==> config.mk <==
export PLATFORM = sky130hd
export DESIGN_NAME = baser_rx_block_sync
export DESIGN_NICKNAME = d
export VERILOG_FILES = /design/src/rtl/baser_rx_block_sync.sv
export SDC_FILE = /design/constraint.sdc
export NUM_CORES = 1
export LEC_CHECK = 0
export ABC_AREA = 1
export CAP_MARGIN = 20
export CORE_ASPECT_RATIO = 1.2
export CORE_MARGIN = 10
export CORE_UTILIZATION = 40
export CTS_BUF_LIST = sky130_fd_sc_hd__clkbuf_4
export DETAILED_ROUTE_END_ITERATION = 8
export PLACE_DENSITY = 0.73
export SLEW_MARGIN = 40
export SYNTH_ARGS = -nofsm -noshare
export SYNTH_HDL_FRONTEND = slang
export SYNTH_SLANG_ARGS = --single-unit
==> constraint.sdc <==
create_clock -name clk_i -period 2.7 [get_ports clk_i]
set_clock_uncertainty 0.15 [all_clocks]
set_input_delay 0.54 -clock clk_i [delete_from_list [all_inputs] [get_ports clk_i]]
set_output_delay 0.54 -clock clk_i [all_outputs]
set_load 0.01 [all_outputs]
==> src/rtl/baser_rx_block_sync.sv <==
// baser_rx_block_sync
// 10GBASE-R receive block synchronizer with an optional descrambler.
//
// The block takes raw 66-bit blocks from the GTX gearbox. It acquires and
// holds 64b/66b block lock, requests bit slips from the transceiver while
// hunting for lock, and can optionally remove the x^58+x^39+1
// self-synchronizing scrambler.
//
// Build option: define BASER_RX_DESCRAMBLER_EN to build the descrambler.
// When it is not defined, decode_data_o is gt_data_i registered unmodified
// and no history register is built. Use that build for PRBS and near-end
// loopback bring-up.
//
// Lock FSM:
//   state      | meaning
//   LOCK_INIT  | entry after reset, lock cleared
//   RESET_CNT  | clear header and invalid-header counters
//   TEST_SH    | count headers of valid blocks, decide lock/slip
//   SLIP       | one-cycle bit-slip request to the GTX
//   SLIP_WAIT  | let the GTX settle after a slip; blocks are ignored
//
// All outputs are registered, with one cycle of latency from input to output.

module baser_rx_block_sync #(
  parameter int SH_CNT_MAX       = 64,
  parameter int SH_INVALID_MAX   = 16,
  parameter int SLIP_WAIT_CYCLES = 32
) (
  input  logic        clk_i,
  input  logic        rst_i,
  input  logic [63:0] gt_data_i,
  input  logic [1:0]  gt_head_i,
  input  logic        gt_data_vld_i,
  output logic [63:0] decode_data_o,
  output logic [1:0]  decode_head_o,
  output logic        decode_data_vld_o,
  output logic        gt_slip_o,
  output logic        block_lock_o
);

  localparam logic [6:0] SH_CNT_LIM = 7'(SH_CNT_MAX);
  localparam logic [4:0] SH_INV_LIM = 5'(SH_INVALID_MAX);
  localparam int         WAIT_W     = $clog2(SLIP_WAIT_CYCLES + 1);
  // The wait counter counts down to zero, so a load value of N-1 gives
  // exactly N cycles in SLIP_WAIT.
  localparam logic [WAIT_W-1:0] WAIT_LOAD = WAIT_W'(SLIP_WAIT_CYCLES - 1);

  typedef enum logic [2:0] {
    LOCK_INIT = 3'd0,
    RESET_CNT = 3'd1,
    TEST_SH   = 3'd2,
    SLIP      = 3'd3,
    SLIP_WAIT = 3'd4
  } state_t;

  state_t            state_q, state_d;
  logic [6:0]        sh_cnt_q, sh_cnt_d;
  logic [4:0]        sh_inv_q, sh_inv_d;
  logic [WAIT_W-1:0] wait_q, wait_d;
  logic              lock_q, lock_d;
  logic              slip_q, slip_d;

  logic [63:0]       dout_q, dout_d;
  logic [1:0]        head_q, head_d;
  logic              dvld_q, dvld_d;

  logic              sh_valid;
  logic [6:0]        sh_cnt_inc;
  logic [4:0]        sh_inv_inc;
  logic [63:0]       descr;

  assign sh_valid   = gt_head_i[0] ^ gt_head_i[1];
  assign sh_cnt_inc = sh_cnt_q + 7'd1;
  assign sh_inv_inc = sh_inv_q + {4'd0, ~sh_valid};

  // Lock FSM next state, counters and slip request.
  always_comb begin
    state_d  = state_q;
    sh_cnt_d = sh_cnt_q;
    sh_inv_d = sh_inv_q;
    wait_d   = wait_q;
    lock_d   = lock_q;
    slip_d   = 1'b0;

    case (state_q)
      LOCK_INIT: begin
        lock_d  = 1'b0;
        state_d = RESET_CNT;
      end

      RESET_CNT: begin
        sh_cnt_d = '0;
        sh_inv_d = '0;
        state_d  = TEST_SH;
      end

      TEST_SH: begin
        if (gt_data_vld_i) begin
          sh_cnt_d = sh_cnt_inc;
          sh_inv_d = sh_inv_inc;
          // The invalid-header checks come first. When the window completes
          // on the same block as a lock-dropping invalid header, the slip wins.
          if (!lock_q && (sh_inv_inc != 5'd0)) begin
            state_d = SLIP;
          end else if (lock_q && (sh_inv_inc == SH_INV_LIM)) begin
            lock_d  = 1'b0;
            state_d = SLIP;
          end else if (sh_cnt_inc == SH_CNT_LIM) begin
            if (sh_inv_inc == 5'd0) begin
              lock_d = 1'b1;
            end
            state_d = RESET_CNT;
          end
        end
      end

      SLIP: begin
        wait_d  = WAIT_LOAD;
        state_d = SLIP_WAIT;
      end

      SLIP_WAIT: begin
        if (wait_q == '0) begin
          state_d = RESET_CNT;
        end else begin
          wait_d = wait_q - 1'b1;
        end
      end

      default: begin
        lock_d  = 1'b0;
        state_d = LOCK_INIT;
      end
    endcase

    // The slip output is registered. It is raised on the edge that enters
    // SLIP, so the pulse lines up with the fall of block lock.
    slip_d = (state_d == SLIP);
  end

  // Lock FSM state and counter registers.
  always_ff @(posedge clk_i) begin
    if (rst_i) begin
      state_q  <= LOCK_INIT;
      sh_cnt_q <= '0;
      sh_inv_q <= '0;
      wait_q   <= '0;
      lock_q   <= 1'b0;
      slip_q   <= 1'b0;
    end else begin
      state_q  <= state_d;
      sh_cnt_q <= sh_cnt_d;
      sh_inv_q <= sh_inv_d;
      wait_q   <= wait_d;
      lock_q   <= lock_d;
      slip_q   <= slip_d;
    end
  end

`ifdef BASER_RX_DESCRAMBLER_EN
  // The history holds the last 58 scrambled bits of the previous valid block.
  // It is updated whether or not the block is locked, so the descrambler is
  // already synchronized by the time lock is declared.
  logic [57:0]  hist_q, hist_d;
  logic [121:0] scr_stream;

  assign scr_stream = {gt_data_i, hist_q};

  // Descramble: out[i] = in[i] ^ s[i-39] ^ s[i-58]. In scr_stream, current
  // bit i sits at index i+58.
  always_comb begin
    descr  = '0;
    hist_d = hist_q;
    for (int i = 0; i < 64; i++) begin
      descr[i] = gt_data_i[i] ^ scr_stream[i + 19] ^ scr_stream[i];
    end
    if (gt_data_vld_i) begin
      hist_d = gt_data_i[63:6];
    end
  end

  // Descrambler history register.
  always_ff @(posedge clk_i) begin
    if (rst_i) begin
      hist_q <= '0;
    end else begin
      hist_q <= hist_d;
    end
  end
`else
  // Bring-up build: the payload passes through unscrambled.
  always_comb begin
    descr = gt_data_i;
  end
`endif

  // Output data path next state. Data and header hold on pause cycles.
  always_comb begin
    dout_d = dout_q;
    head_d = head_q;
    dvld_d = gt_data_vld_i & lock_d;
    if (gt_data_vld_i) begin
      dout_d = descr;
      head_d = gt_head_i;
    end
  end

  // Output data path registers.
  always_ff @(posedge clk_i) begin
    if (rst_i) begin
      dout_q <= '0;
      head_q <= '0;
      dvld_q <= 1'b0;
    end else begin
      dout_q <= dout_d;
      head_q <= head_d;
      dvld_q <= dvld_d;
    end
  end

  assign decode_data_o     = dout_q;
  assign decode_head_o     = head_q;
  assign decode_data_vld_o = dvld_q;
  assign gt_slip_o         = slip_q;
  assign block_lock_o      = lock_q;

endmodule
==> results.toml, run 1 <==
[cells_and_area]
nNetsFinal = 683
fin_cells = 731
design_area_mm2 = 0.00527
syn_to_final_growth_pct = 46.0
antennaDiodeCount = 0
drive_gt1_share_pct = 10.3
layout_common_cells = "145 x nor2_1, 136 x clkdlybuf4s50_1, 90 x dfxtp_1"
final_common_cell = "nor2_1"

[power]
p_int_mw = 2.09
leakage_nw = 2.11
vdd_drop_max_mv = 0.317
clkPwrFrac_pct = 28.1
power.net_switching_mw = 0.781
power_frac_comb_pct = 20.7
switching_share_pct = 27.2
sequentialPowerShare_pct = 51.3
power_density_mw_per_mm2 = 545

[global_route]
antenna_found_initial = 0
grt_overflow = 0
grt_pass1_vias = 3606
grt_pass1_wl_mm = 17.7
grt_max_degree = 38
grtUsageTotal_pct = 16.3

[yosys]
synth_area_mm2 = 0.00361
synth_seq_cells = 90
yosysWarnings = 0
synthFlopType = "dfxtp_1"
syn_inst = 474
ys_seq_area_share_pct = 49.9
netlist_top_cells_area = "dfxtp_1 50%, nor2_1 15%, o21ai_0 9.0%"
synth_top_area_share_pct = 49.9
syn_avg_cell_area_um2 = 7.61
synth_async_sr_flop_share_pct = 0
yosys.area.top_type = "dfxtp_1"
synth_edf_count = 0
synth_cell_types = 31
syn_nets = 548

[critical_path]
reg2regPathDepth = 13
path_cells = "clkdlybuf4s50_1, xnor2_1, ha_1, ha_1, or2_1, nor2_4, nand2_2, nand2_2, nand2_2, nor2_2, nand2_1, nand2_1, nand2_1, nand2_1, inv_1"
r2r-start = "sh_inv_q[0]"
worstPathMaxFanout = 2
required_ns = 2.90
crit_arrival_ns = 2.58
cp_slowest_cell = "clkdlybuf4s50_1"
path_buf_inv = 2
worstSetupStartpointType = "primary input"
r2r-end = "state_q[0]"
rrSetupSlack_ns = 0.65
cpPeakStageDelay_ns = 0.44
critical_path_class = "in -> reg"
crit_path_end_kind = "register"
cp_common_cell = "nand2_1"
critPathTopFamily = "simple AND/OR/NAND/NOR gates"

[placement]
io_buffers = 137
dp.cells = 715
dpl_cell_area_mm2 = 0.00511
hpwl_mm = 7.97
place_ws_ns = -0.118
gp_congestion = 0.778

[worst_hold_path]
hold_path_class = "reg -> reg"
min_delay_path_depth = 2
min-delay-start = "wait_q[0]"
hold_end = "wait_q[0]"

[clock_network]
ctsHoldBuffers = 0
clkSlewWorstSetupHoldPaths_ns = 0.13
cts.sinks = 90
cts-resized-gates = 0
cts.path.max_buffers = 2
cts_root_buffer = "clkbuf_4"
cts_tree = "done"
cts_made_buffers = 9
clk_latency_ns = 0.43
htreeDepth = 3
post-cts-setup-buffers = 0

[die]
ioPinCount = 138
die_area_mm2 = 0.0132
die_h_um = 124
initial_core_util_pct = 41.4
num_rows = 37
coreArea_mm2 = 0.00870
die_x_um = 107

[timing]
finalHoldViolCount = 0
fin_tns_setup_ns = 0
tightest_slew_ns = 0.388
finalWorstSetupSlack_ns = 0.315
grt_setup_unrepaired = "false"
slew_headroom_pct = 74.1
min_period_over_period_pct = 88.3
setup_violations = 0
min_period_ns = 2.38
fmax_ghz = 0.419
drv_slew = 0

[drt]
dr.first_iter.drc_count = 113
drc = 0
num_vias = 3538
wl_per_cell_um = 14.6
routed_wirelength_mm = 10.7
firstDrtPassIters = 4
detail-route-antenna-nets = 0
via_per_inst = 4.84

[run_status]
status = "finished, final reports clean"

[job]
maxCapViolations = 0
-- layer usage --
layer	routed length, um	global-route usage [%]	share of wire, %	up-vias
met5	0	0	0	-
met4	224	7.20	2.1	0
met3	1040	7.03	9.7	18
met2	5220	28.1	49	109
met1	4180	17.1	39	1619
li1	-	-	-	1792
-- logic make-up after synthesis --
group	count (synthesis)	synth area share, %
buffers and inverters	49	5.45
and+or+nand+nor	235	28.7
adders and majority gates	5	1.73
AOI/OAI and AO/OA	91	13.0
xor gates and xnor gates	4	1.18
DFF	90	49.9
-- cells in the mapped netlist (all sizes together), types with 4 or more instances --
library cell  instances
clkbuf               16
nand2                51
a21oi                19
inv                  26
ha                    5
nand3                19
nand4                 5
dfxtp                90
buf                   7
nor3                  4
nor2                154
o21ai                70
-- area by class of cell --
cell class	count	area, um^2
Clock buffer	9	67.6
Tap cell	117	146
Timing Repair Buffer	147	1450
Sequential cell	90	1800
Multi-Input combinational cell	335	1610
Clock inverter	7	83.8
Fill cell	819	3440
Inverter	26	103
-- power groups by stage --
stage	clock (mW)	sequential [mW]	combinational, mW
global route	0.880	1.48	0.658
floorplan	0	1.53	0.252
global placement	0	1.49	0.587
finish	0.804	1.47	0.593
CTS	0.833	1.47	0.602
detailed placement	0	1.50	0.598
-- state kept, by name (all words and copies together) (netlist names) --
register / flops
sh_cnt_q: 7
decode_data_vld_o: 1
gt_slip_o: 1
state_q: 3
wait_q: 6
sh_inv_q: 5
block_lock_o: 1
decode_data_o: 64
decode_head_o: 2
-- stage by stage --
step                power (mW)  hold WS (ns)  utilization (%)
finish                    2.87         0.330             60.5
global route              3.02         0.345             60.5
CTS                       2.91         0.326             60.5
detailed placement        2.10         0.307             58.8
global placement          2.08         0.306             58.8
floorplan                 1.78         0.295                -
-- worst max path at each step --
stage                 start    endpoint  slack, ns  depth (start not counted)
2_1_floorplan  gt_head_i[0]  state_q[0]       0.48                         14
3_3_place_gp   gt_head_i[1]  state_q[0]      -0.06                         15
3_5_place_dp   gt_head_i[1]  state_q[0]      -0.12                         15
4_1_cts        gt_head_i[1]  state_q[0]       0.35                         15
5_1_grt        gt_head_i[1]  state_q[0]       0.18                         15
6_report       gt_head_i[1]  state_q[0]       0.32                         15
-- worst min-delay path, cell delays in order, from the launching register on --
cell and delay [ns]:
dfxtp_1 0.33, nand2_1 0.06, a21oi_1 0.06
No activity file was read; power rests on OpenSTA's default activity.
==> inputs of run 2 (changes only) <==
--- a/config.mk
+++ b/config.mk
@@ -8,7 +8,7 @@
 export ABC_AREA = 1
 export CAP_MARGIN = 20
 export CORE_ASPECT_RATIO = 1.2
-export CORE_MARGIN = 10
+export CORE_MARGIN = 2
 export CORE_UTILIZATION = 40
 export CTS_BUF_LIST = sky130_fd_sc_hd__clkbuf_4
 export DETAILED_ROUTE_END_ITERATION = 8
==> run 2 against run 1 <==
Net effect: register-to-register slack better by 0.05 ns; highest routed layer unchanged; fmax increased by 0.90%; setup slack better by 0.021 ns; power is 5.6% lower.
==> results.toml, run 2 (synthesis gave the netlist of run 1 again) <==
[clock_network]
ctsHoldBuffers = 0
post-cts-setup-buffers = 0
cts_tree = "done"
cts_root_buffer = "clkbuf_4"
clkSlewWorstSetupHoldPaths_ns = 0.13
cts_made_buffers = 9
cts-resized-gates = 0
htreeDepth = 3
clk_latency_ns = 0.42
cts.path.max_buffers = 2
cts.sinks = 90

[power]
leakage_nw = 2.07
p_int_mw = 1.92
clkPwrFrac_pct = 24.2
vdd_drop_max_mv = 0.293
power.net_switching_mw = 0.790
p_total_mw = 2.71
switching_share_pct = 29.2
power_frac_comb_pct = 21.6
power_density_mw_per_mm2 = 520
sequentialPowerShare_pct = 54.2

[placement]
hpwl_mm = 6.61
io_buffers = 137
dp.cells = 712
gp_congestion = 0.792

[die]
num_rows = 37
die_area_mm2 = 0.00980
die_x_um = 90.7
die_h_um = 108
coreArea_mm2 = 0.00866
ioPinCount = 138
initial_core_util_pct = 41.7

[drt]
routed_wirelength_mm = 9.20
wl_per_cell_um = 12.6
dr.first_iter.drc_count = 105
drc = 0
detail-route-antenna-nets = 0
num_vias = 3517
firstDrtPassIters = 4
via_per_inst = 4.83

[cells_and_area]
multi_input_area_mm2 = 0.00161
largest_reg_flops = 64
layout_common_cells = "145 x nor2_1, 136 x clkdlybuf4s50_1, 90 x dfxtp_1"
fillerInstances = 770
syn_to_final_growth_pct = 44.4
antennaDiodeCount = 0
drive_gt1_share_pct = 10.1
fin_cells = 728
nNetsFinal = 680
final_common_cell = "nor2_1"
seq_area_mm2 = 0.00180

[critical_path]
crit_path_end_kind = "register"
r2r-start = "sh_inv_q[0]"
worstPathMaxFanout = 2
rrSetupSlack_ns = 0.70
cpPeakStageDelay_ns = 0.44
crit_arrival_ns = 2.54
cp_slowest_cell = "clkdlybuf4s50_1"
worstSetupStartpointType = "primary input"
critical_path_class = "in -> reg"
critPathTopFamily = "simple AND/OR/NAND/NOR gates"
r2r-end = "state_q[0]"
path_cells = "clkdlybuf4s50_1, xnor2_1, ha_1, ha_1, or2_1, nor2_4, nand2_2, nand2_2, nand2_2, nor2_2, nand2_1, nand2_1, nand2_1, nand2_1, inv_1"
reg2regPathDepth = 13
required_ns = 2.87
cp_common_cell = "nand2_1"
path_buf_inv = 2

[global_route]
grt_pass1_vias = 3467
grt_overflow = 0
antenna_found_initial = 0
grt_pass1_wl_mm = 15.6
grt_max_degree = 60
grtUsageTotal_pct = 19.3

[run_status]
status = "finished, final reports clean"

[timing]
setup_violations = 0
slew_headroom_pct = 78.4
grt_setup_unrepaired = "false"
drv_slew = 0
min_period_over_period_pct = 87.5
tightest_slew_ns = 0.321
finalHoldViolCount = 0
fmax_ghz = 0.423
min_period_ns = 2.36

[worst_hold_path]
hold_end = "decode_data_o[31]"
min-delay-start = "gt_data_vld_i"
min_delay_path_depth = 3
hold_path_class = "in -> reg"

[job]
maxCapViolations = 0
run 2: changes by cell type in the layout (fill, tap and decap cells not counted), sizes merged:
| cell | previous run | this run |
|---|---|---|
| buf | 11 | 8 |
| bufinv | 2 | 0 |
| clkbuf | 9 | 10 |
| clkinv | 4 | 3 |
| clkinvlp | 1 | 3 |
run 2: stage by stage:
step	hold slack (ns)	setup slack, ns	TNS (ns)	util [%]	area [um^2]
4_1_cts	0.287	0.350	0	60.2	5210
3_5_place_dp	0.309	-0.112	-0.318	58.8	5090
3_3_place_gp	0.304	-0.0533	-0.149	58.8	5090
6_report	0.304	0.336	0	60.2	5210
5_1_grt	0.316	0.229	0	60.2	5210
2_1_floorplan	0.295	0.480	0	-	3610
run 2: final cells by class:
cell class | count | share of cell area, %
repair buffers | 144 | 27.5
flip-flops and latches | 90 | 34.6
clock buffers | 10 | 1.44
clock inverters | 6 | 0.841
multi-input cells | 335 | 30.9
well taps | 117 | 2.81
inverters | 26 | 1.97
run 2: worst max-delay path by stage:
stage	from	end	slack (ns)	cells after the start
2_1_floorplan	gt_head_i[0]	state_q[0]	0.48	14
3_3_place_gp	gt_head_i[1]	state_q[0]	-0.05	15
3_5_place_dp	gt_head_i[1]	state_q[0]	-0.11	15
4_1_cts	gt_head_i[1]	state_q[0]	0.35	15
5_1_grt	gt_head_i[1]	state_q[0]	0.23	15
6_report	gt_head_i[1]	state_q[0]	0.34	15
run 2: per-layer routing:
layer / share of wire [%] / global-route usage, % / vias up
met1: 42 / 21.1 / 1618
li1: - / - / 1787
met3: 8.2 / 7.04 / 14
met4: 1.6 / 7.58 / 0
met2: 49 / 34.2 / 98
met5: 0 / 0 / -
run 2: worst reg2reg max path, stage by stage (launching register included):
cell	delay, ns
dfxtp_1	0.34
ha_1	0.21
ha_1	0.28
or2_1	0.24
nor2_4	0.14
nand2_2	0.08
nand2_2	0.07
nand2_2	0.05
nor2_2	0.07
nand2_1	0.05
nand2_1	0.06
nand2_1	0.05
nand2_1	0.09
inv_1	0.04
run 2: power by group through the flow:
stage | clock (mW) | combinational, mW | sequential [mW]
6_report | 0.656 | 0.585 | 1.47
5_1_grt | 0.742 | 0.646 | 1.48
4_1_cts | 0.684 | 0.592 | 1.47
3_5_place_dp | 0 | 0.588 | 1.50
3_3_place_gp | 0 | 0.576 | 1.49
2_1_floorplan | 0 | 0.252 | 1.53
==> inputs of run 3 (changes only) <==
--- a/config.mk
+++ b/config.mk
@@ -8,11 +8,12 @@
 export ABC_AREA = 1
 export CAP_MARGIN = 20
 export CORE_ASPECT_RATIO = 1.2
-export CORE_MARGIN = 2
+export CORE_MARGIN = 3
 export CORE_UTILIZATION = 40
 export CTS_BUF_LIST = sky130_fd_sc_hd__clkbuf_4
 export DETAILED_ROUTE_END_ITERATION = 8
 export PLACE_DENSITY = 0.73
+export REMOVE_ABC_BUFFERS = 1
 export SLEW_MARGIN = 40
 export SYNTH_ARGS = -nofsm -noshare
 export SYNTH_HDL_FRONTEND = slang
==> run 3 against run 2 <==
Net effect: sequential share of layout area grew 0.26 points; clock power is 7.3% lower; setup slack worse by 0.019 ns; combinational power rose by 1%; non-clock buffer count down 3; die area rose by 4.1%; critical path depth shrank 2; largest cell class unchanged.
==> results.toml, run 3 (synthesis gave the netlist of run 1 again) <==
[run_status]
status = "finished, final reports clean"

[die]
ioPinCount = 138
die_x_um = 92.7
initial_core_util_pct = 41.7
die_area_mm2 = 0.0102
die_h_um = 110
num_rows = 37
coreArea_mm2 = 0.00866

[global_route]
grt_max_degree = 69
grt_overflow = 0
grt_pass1_wl_mm = 15.8
grtUsageTotal_pct = 19.7
grt_pass1_vias = 3361
antenna_found_initial = 0

[critical_path]
crit_arrival_ns = 2.56
worstSetupStartpointType = "primary input"
cpPeakStageDelay_ns = 0.44
crit_path_end_kind = "register"
critical_path_class = "in -> reg"
path_cells = "clkdlybuf4s50_1, xnor2_1, ha_1, ha_1, or2_1, nor2_4, nand2_2, nand2_2, nand3_1, nor2_1, nor2_1, nor2_2, nor2_2"
worstPathMaxFanout = 3
cp_slowest_cell = "clkdlybuf4s50_1"
critPathTopFamily = "simple AND/OR/NAND/NOR gates"
path_buf_inv = 1
required_ns = 2.88

[clock_network]
cts_made_buffers = 9
post-cts-setup-buffers = 0
clkSlewWorstSetupHoldPaths_ns = 0.12
htreeDepth = 3
cts_tree = "done"
clk_latency_ns = 0.43
cts.sinks = 90
ctsHoldBuffers = 0
cts_root_buffer = "clkbuf_4"
cts.path.max_buffers = 2
cts-resized-gates = 0

[power]
leakage_nw = 2.06
p_total_mw = 2.67
vdd_drop_max_mv = 0.375
power_density_mw_per_mm2 = 516

[timing]
slew_headroom_pct = 56.9
fin_tns_setup_ns = 0
grt_setup_unrepaired = "false"
min_period_over_period_pct = 88.2
min_period_ns = 2.38
fmax_ghz = 0.420
tightest_slew_ns = 0.646
setup_violations = 0
drv_slew = 0
finalHoldViolCount = 0

[cells_and_area]
nNetsFinal = 677
layout_common_cells = "145 x nor2_1, 136 x clkdlybuf4s50_1, 90 x dfxtp_1"
fillerInstances = 800
largest_reg_flops = 64
antennaDiodeCount = 0
final_common_cell = "nor2_1"
design_area_mm2 = 0.00517
syn_to_final_growth_pct = 43.4
drive_gt1_share_pct = 9.09

[drt]
firstDrtPassIters = 4
via_per_inst = 4.80
routed_wirelength_mm = 9.97
dr.first_iter.drc_count = 147
wl_per_cell_um = 13.8
num_vias = 3467
detail-route-antenna-nets = 0
drc = 0

[placement]
hpwl_mm = 6.93
dpl_cell_area_mm2 = 0.00508
io_buffers = 137
gp_congestion = 0.794

[job]
maxCapViolations = 0

[worst_hold_path]
hold_path_class = "reg -> reg"
run 3: cell count changes in the layout (fill, tap and decap cells not counted):
| cell | previous run | this run |
|---|---|---|
| buf_4 | 6 | 2 |
| clkinvlp_4 | 3 | 0 |
| clkinv_4 | 2 | 0 |
| buf_12 | 1 | 2 |
| clkbuf_4 | 10 | 11 |
| clkinv_1 | 1 | 2 |
run 3: worst min-delay path, delay by kind of cell, from the launching register on:
family / cells / cell delay (ns)
compound gates: 1 / 0.05
simple gates: 1 / 0.06
flops: 1 / 0.33
run 3: cell type report:
type | instances | area, um^2 | area share (%)
sequential | 90 | 1800 | 34.8
inverter | 26 | 103 | 1.98
tap | 117 | 146 | 2.83
clock inverter | 2 | 7.51 | 0.145
multi-input combinational | 335 | 1610 | 31.1
timing repair buffer | 141 | 1420 | 27.5
clock buffer | 11 | 82.6 | 1.60
run 3: routing by layer:
metal,global-route usage (%),share of wire (%),vias up
met4,6.91,1.4,0
met5,0,0,-
met2,31.6,47,112
met3,10.3,11,9
met1,22.6,41,1573
li1,-,-,1773
run 3: worst paths after layout:
path                                   start         to  slack [ns]  depth (start not counted)
worst max-delay path            gt_head_i[1]  gt_slip_o        0.32                         13
worst min-delay path               wait_q[0]  wait_q[0]        0.32                          2
worst max register to register   sh_inv_q[0]  gt_slip_o        0.68                         11
worst min register to register     wait_q[0]  wait_q[0]        0.32                          2
run 3: per-stage QoR:
| step | setup slack [ns] | utilization (%) | std cells | hold WS, ns |
|---|---|---|---|---|
| finish | 0.317 | 59.7 | 722 | 0.323 |
| CTS | 0.357 | 59.7 | 722 | 0.329 |
| detailed placement | -0.129 | 58.7 | 709 | 0.312 |
| floorplan | 0.465 | - | 451 | 0.289 |
| global placement | -0.0684 | 58.7 | 709 | 0.305 |
| global route | 0.181 | 59.7 | 722 | 0.367 |
run 3: power by group:
| group | internal (mW) | total [mW] | leakage (nW) | switching (mW) |
|---|---|---|---|---|
| clock | 0.191 | 0.608 | 0.0537 | 0.417 |
| combinational | 0.299 | 0.591 | 1.26 | 0.293 |
| sequential | 1.42 | 1.47 | 0.744 | 0.0519 |
| total | 1.91 | 2.67 | 2.06 | 0.762 |
